$ cat src/rtl/bcd_down_timer.sv
// bcd_down_timer: multi-digit packed-BCD countdown timer with internal prescaler.
// Loads a clamped preset, borrows across digits once per prescaler tick, and
// stops at zero with a one-cycle done pulse.
// Optional feature macro: BCD_DOWN_TIMER_AUTO_RELOAD_EN (reload last preset on zero).
module bcd_down_timer #(
    parameter int unsigned DIGITS   = 4,
    parameter int unsigned TICK_DIV = 50000000
) (
    input  logic                  clk,
    input  logic                  rst_n,
    input  logic                  load,
    input  logic [4*DIGITS-1:0]   load_val,
    input  logic                  start,
    input  logic                  pause,
    output logic [4*DIGITS-1:0]   q,
    output logic                  busy,
    output logic                  done,
    output logic                  err
);

    localparam int unsigned QW = 4 * DIGITS;
    localparam int unsigned PW = (TICK_DIV > 1) ? $clog2(TICK_DIV) : 1;
    localparam logic [PW-1:0] PRE_LAST = PW'(TICK_DIV - 1);

    typedef enum logic [1:0] {
        ST_IDLE,
        ST_RUN,
        ST_PAUSE,
        ST_DONE
    } state_t;

    state_t          state_q;
    logic [QW-1:0]   cnt_q;
    logic [PW-1:0]   pre_q;
    logic            busy_q;
    logic            done_q;
    logic            err_q;

    logic [QW-1:0]   load_clamp_d;
    logic            load_err_d;
    logic [QW-1:0]   cnt_dec_d;
    logic            tick_c;
    logic            cnt_zero_c;
    logic            cnt_one_c;

    assign tick_c     = (state_q == ST_RUN) && (pre_q == PRE_LAST);
    assign cnt_zero_c = (cnt_q == '0);
    assign cnt_one_c  = (cnt_q == QW'(1));

    // Clamp each preset digit to 9 and flag whether any digit was out of range
    always_comb begin
        load_clamp_d = '0;
        load_err_d   = 1'b0;
        for (int i = 0; i < int'(DIGITS); i++) begin
            if (load_val[4*i +: 4] > 4'd9) begin
                load_clamp_d[4*i +: 4] = 4'd9;
                load_err_d             = 1'b1;
            end else begin
                load_clamp_d[4*i +: 4] = load_val[4*i +: 4];
            end
        end
    end

    // Borrow ripple: digit 0 borrows on tick, higher digits borrow past a zero digit
    always_comb begin
        logic       borrow;
        logic [3:0] digit;
        cnt_dec_d = cnt_q;
        borrow    = tick_c;
        digit     = 4'd0;
        for (int i = 0; i < int'(DIGITS); i++) begin
            digit = cnt_q[4*i +: 4];
            if (borrow) begin
                cnt_dec_d[4*i +: 4] = (digit == 4'd0) ? 4'd9 : (digit - 4'd1);
            end
            borrow = borrow && (digit == 4'd0);
        end
    end

`ifdef BCD_DOWN_TIMER_AUTO_RELOAD_EN
    logic [QW-1:0] reload_q;

    // Remember the last clamped preset for automatic restart at zero
    always_ff @(posedge clk) begin
        if (!rst_n) begin
            reload_q <= '0;
        end else if (load) begin
            reload_q <= load_clamp_d;
        end
    end
`endif

    // Control FSM, prescaler and count register; priority load > pause > start
    always_ff @(posedge clk) begin
        if (!rst_n) begin
            state_q <= ST_IDLE;
            cnt_q   <= '0;
            pre_q   <= '0;
            busy_q  <= 1'b0;
            done_q  <= 1'b0;
            err_q   <= 1'b0;
        end else begin
            done_q <= 1'b0;
            if (load) begin
                cnt_q   <= load_clamp_d;
                err_q   <= load_err_d;
                pre_q   <= '0;
                state_q <= ST_IDLE;
                busy_q  <= 1'b0;
            end else if (pause && (state_q == ST_RUN)) begin
                state_q <= ST_PAUSE;
            end else if (start && (state_q != ST_RUN)) begin
                if (!cnt_zero_c) begin
                    // Resuming from PAUSE keeps the partial prescaler count
                    if (state_q != ST_PAUSE) begin
                        pre_q <= '0;
                    end
                    state_q <= ST_RUN;
                    busy_q  <= 1'b1;
                end else begin
                    state_q <= ST_DONE;
                    busy_q  <= 1'b0;
                    done_q  <= 1'b1;
                end
            end else if (state_q == ST_RUN) begin
                if (tick_c) begin
                    pre_q <= '0;
                    if (cnt_one_c) begin
                        // Final step: never borrow below zero
                        done_q <= 1'b1;
`ifdef BCD_DOWN_TIMER_AUTO_RELOAD_EN
                        if (reload_q != '0) begin
                            cnt_q <= reload_q;
                        end else begin
                            cnt_q   <= '0;
                            state_q <= ST_DONE;
                            busy_q  <= 1'b0;
                        end
`else
                        cnt_q   <= '0;
                        state_q <= ST_DONE;
                        busy_q  <= 1'b0;
`endif
                    end else begin
                        cnt_q <= cnt_dec_d;
                    end
                end else begin
                    pre_q <= pre_q + PW'(1);
                end
            end
        end
    end

    assign q    = cnt_q;
    assign busy = busy_q;
    assign done = done_q;
    assign err  = err_q;

endmodule

$ cat config.mk
export PLATFORM = sky130hd
export DESIGN_NAME = bcd_down_timer
export DESIGN_NICKNAME = d
export VERILOG_FILES = /design/src/rtl/bcd_down_timer.sv
export SDC_FILE = /design/constraint.sdc
export NUM_CORES = 1
export LEC_CHECK = 0
export BUFFER_PORTS_ARGS = -buffer_cell sky130_fd_sc_hd__buf_2
export CAP_MARGIN = 20
export CORE_MARGIN = 2
export CORE_UTILIZATION = 60
export DETAILED_ROUTE_END_ITERATION = 6
export GPL_TIMING_DRIVEN = 0
export PLACE_DENSITY = 0.94
export SKIP_CTS_REPAIR_TIMING = 1
export SLEW_MARGIN = 20
export SYNTH_ARGS = -nofsm -noshare
export SYNTH_HDL_FRONTEND = slang
export SYNTH_SLANG_ARGS = --single-unit
$ cat constraint.sdc
create_clock -name clk -period 3.7 [get_ports clk]
set_input_delay 0.37 -clock clk [delete_from_list [all_inputs] [get_ports clk]]
set_output_delay 0.37 -clock clk [all_outputs]
set_load 0.02 [all_outputs]
==> impl_metrics.tcl <==
set metrics [dict create \
    status "complete, no violations" \
    r2r-start "q[4]" \
    synthFlopType "dfxtp_1" \
    crit_path_max_fanout 10 \
    synth_warnings 0 \
    numCtsBuffers 5 \
    die_y_um 73.26 \
    path_clk_slew_ns 0.09 \
    power_frac_clock 0.302 \
    fin_area_um2 3218 \
    portBuffers 37 \
    core_area_um2 4661 \
    layout.nets 430 \
    p_comb_frac 0.190 \
    antenna_found_initial 0 \
    async_flop_share 0 \
    crit_type "reg -> reg" \
    synth_top_area_share 0.3270 \
    p_int_w 0.0007442 \
    hold_viol 0 \
    cts_sinks 47 \
    fin_skew_ns 0.005126 \
    power_switching_share 0.2996 \
    min_period_over_period 0.8420 \
    synth_edf_count 0 \
    wl_met1_um 3134 \
    p_sw_w 0.0003182 \
    grt_pass1_wl_um 12520 \
    r2r_cells 8 \
    clk_path_buf_depth 2 \
    worst_pin_slew_ns 0.8705 \
    vias 2961 \
    synth_cell_types 54 \
    r2r_setup_slack_ns 0.58 \
    total_power_w 0.001062 \
    ant_nets 0 \
    synth_area_um2 2878 \
    dp_slack_ns 0.6947 \
    synth_top_area_cell "dfxtp_1" \
    ios 40 \
    worstSkewPairLatency_ns 0.31 \
    multi_input_area_um2 1809 \
    fill_cells 379 \
    cap_violations 0 \
    rows 25 \
    cts_root_buf "clkbuf_8" \
    critPathArrivalTime_ns 3.36 \
    tns_ns 0 \
    netlist_top_cells_area "dfxtp_1, a21oi_1, o31ai_1, nand2_1, mux2i_1" \
    drcViolationCount 0 \
    dp_hpwl_um 5358 \
    cts_tree "done" \
    rsz0062_at_grt "false" \
    grt_usage 0.2904 \
    startpoint_type "flop" \
    post_dp_cell_area_um2 3131 \
    grt_overflow_total 0 \
    r2r_end "pre_q[25]" \
    syn_inst 359 \
    seqPwrFrac 0.507 \
    synth.net_count 386 \
    wl_um 7402 \
    fin_ws_ns 0.5844 \
    regArea_um2 940.9 \
    wl_per_cell_um 16.20 \
    die-width_um 73.26 \
    startpoint "q[4]" \
    htreeDepth 2 \
    dieArea_um2 5366 \
    wl_met3_um 482 \
    avgSynthCellArea_um2 8.016 \
    diodes 0 \
    start_util 0.6174 \
    dr.pass1.iters 6 \
    hp-class "in -> reg" \
    end_kind "flop" \
    finalNonFillerCells 457 \
    grt_max_degree 14 \
    gp_congestion 0.9057 \
    grt_pass1_vias 2876 \
    fin_crit_ns 3.116 \
    ys_seq_area_frac 0.3270 \
    max_freq_ghz 0.3210 \
    slew_headroom 0.4120 \
    critPathRequiredTime_ns 3.94 \
    ys_ff_latch 47 \
    peakVddDrop_mv 0.2642 \
    area_growth_syn_to_layout_pct 11.83 \
    crit_path_end "pre_q[25]" \
    numPlacedInstances 450 \
    setup_violations 0 \
    maxSlewViolCount 0 \
    drive_above_1_share 0.1439 \
    wl_met2_um 3669 \
    powerDensity_nw_per_um2 330.1 \
    leakage_nw 1.175 \
    vias_per_cell 6.479 \
    drt_iter0_markers 282 \
    highest_layer "met4" \
]
## critical path, cell delays in order, from the launching register on
cell     delay, ns
dfxtp_1       0.36
inv_1         0.09
ha_1          0.20
nor3b_1       0.69
nand4_1       0.40
a21oi_1       0.69
buf_2         0.36
o31ai_1       0.11
a21oi_1       0.15
## cell usage in the layout, fill, tap and decap left out, drive strengths merged, types with 4 or more instances in the layout
cell	Yosys	layout
a21o	5	5
a21oi	30	30
and3	6	6
buf	5	42
clkbuf	8	14
dfxtp	47	47
ha	6	6
inv	19	19
mux2i	13	13
nand2	35	35
nand3	15	15
nand3b	4	4
nand4	10	10
nor2	17	17
nor2b	9	9
nor3b	6	6
o21a	5	5
o21ai	26	26
o31ai	18	18
or3	16	16
or4	10	10
## kinds of logic after synthesis
family,synth area share
AND/OR/NAND/NOR,0.2848
AO/OA/AOI/OAI,0.2665
flip-flops,0.3270
buffers and inverters,0.04435
multiplexers,0.04522
adder cells (fa/ha/maj),0.02609
XOR/XNOR,0.006088
## how the worst min path moves through the flow
stage	start	endpoint	slack (ns)	cells after the start
detailed placement	pre_q[23]	pre_q[23]	0.48	2
floorplan	pre_q[23]	pre_q[23]	0.45	2
global placement	pre_q[25]	pre_q[25]	0.46	2
global route	load_val[3]	q[3]	0.34	3
CTS	load_val[3]	q[3]	0.33	3
finish	load_val[3]	q[3]	0.35	3
## power groups by stage
stage                     Clock, W  Combinational [W]  Sequential (W)
final                     0.000321           0.000202        0.000539
after global routing      0.000338           0.000221        0.000542
after CTS                 0.000320           0.000200        0.000538
after detailed placement         0           0.000199        0.000550
after global placement           0           0.000192        0.000549
after floorplan                  0           0.000123        0.000563
## layer usage
layer	up-vias	track usage
li1	1441	-
met5	-	0
met3	13	0.06310
met4	0	0.1235
met2	123	0.5065
met1	1384	0.3419
## registers in the layout, indices dropped and copies added (netlist names)
name / flops
state_q: 2
err: 1
done: 1
busy: 1
pre_q: 26
q: 16
## cell usage after synthesis (6+ instances only)
master	instances
nand4_1	8
o31ai_1	18
dfxtp_1	47
inv_1	19
nor3b_1	6
nor2b_1	9
nor2_1	17
or3_1	16
nand3_1	15
nand2_1	35
a21oi_1	30
clkbuf_1	8
and3_1	6
ha_1	6
o21ai_0	25
or4_1	9
mux2i_1	13
## stage by stage
step / utilization / hold slack [ns]
finish: 0.6905 / 0.3491
global route: 0.6905 / 0.3436
CTS: 0.6905 / 0.3343
detailed placement: 0.6717 / 0.4828
global placement: 0.6717 / 0.4633
floorplan: - / 0.4517
## final cells by class
cell class | count | share of cell area
multi-input cells | 279 | 0.5622
flip-flops and latches | 47 | 0.2924
repair buffers | 37 | 0.05754
clock buffers | 6 | 0.02566
inverters | 20 | 0.02333
well taps | 54 | 0.02100
plain buffers | 13 | 0.01633
clock inverters | 1 | 0.001555
Note: power is estimated with default switching activity, not from simulation.
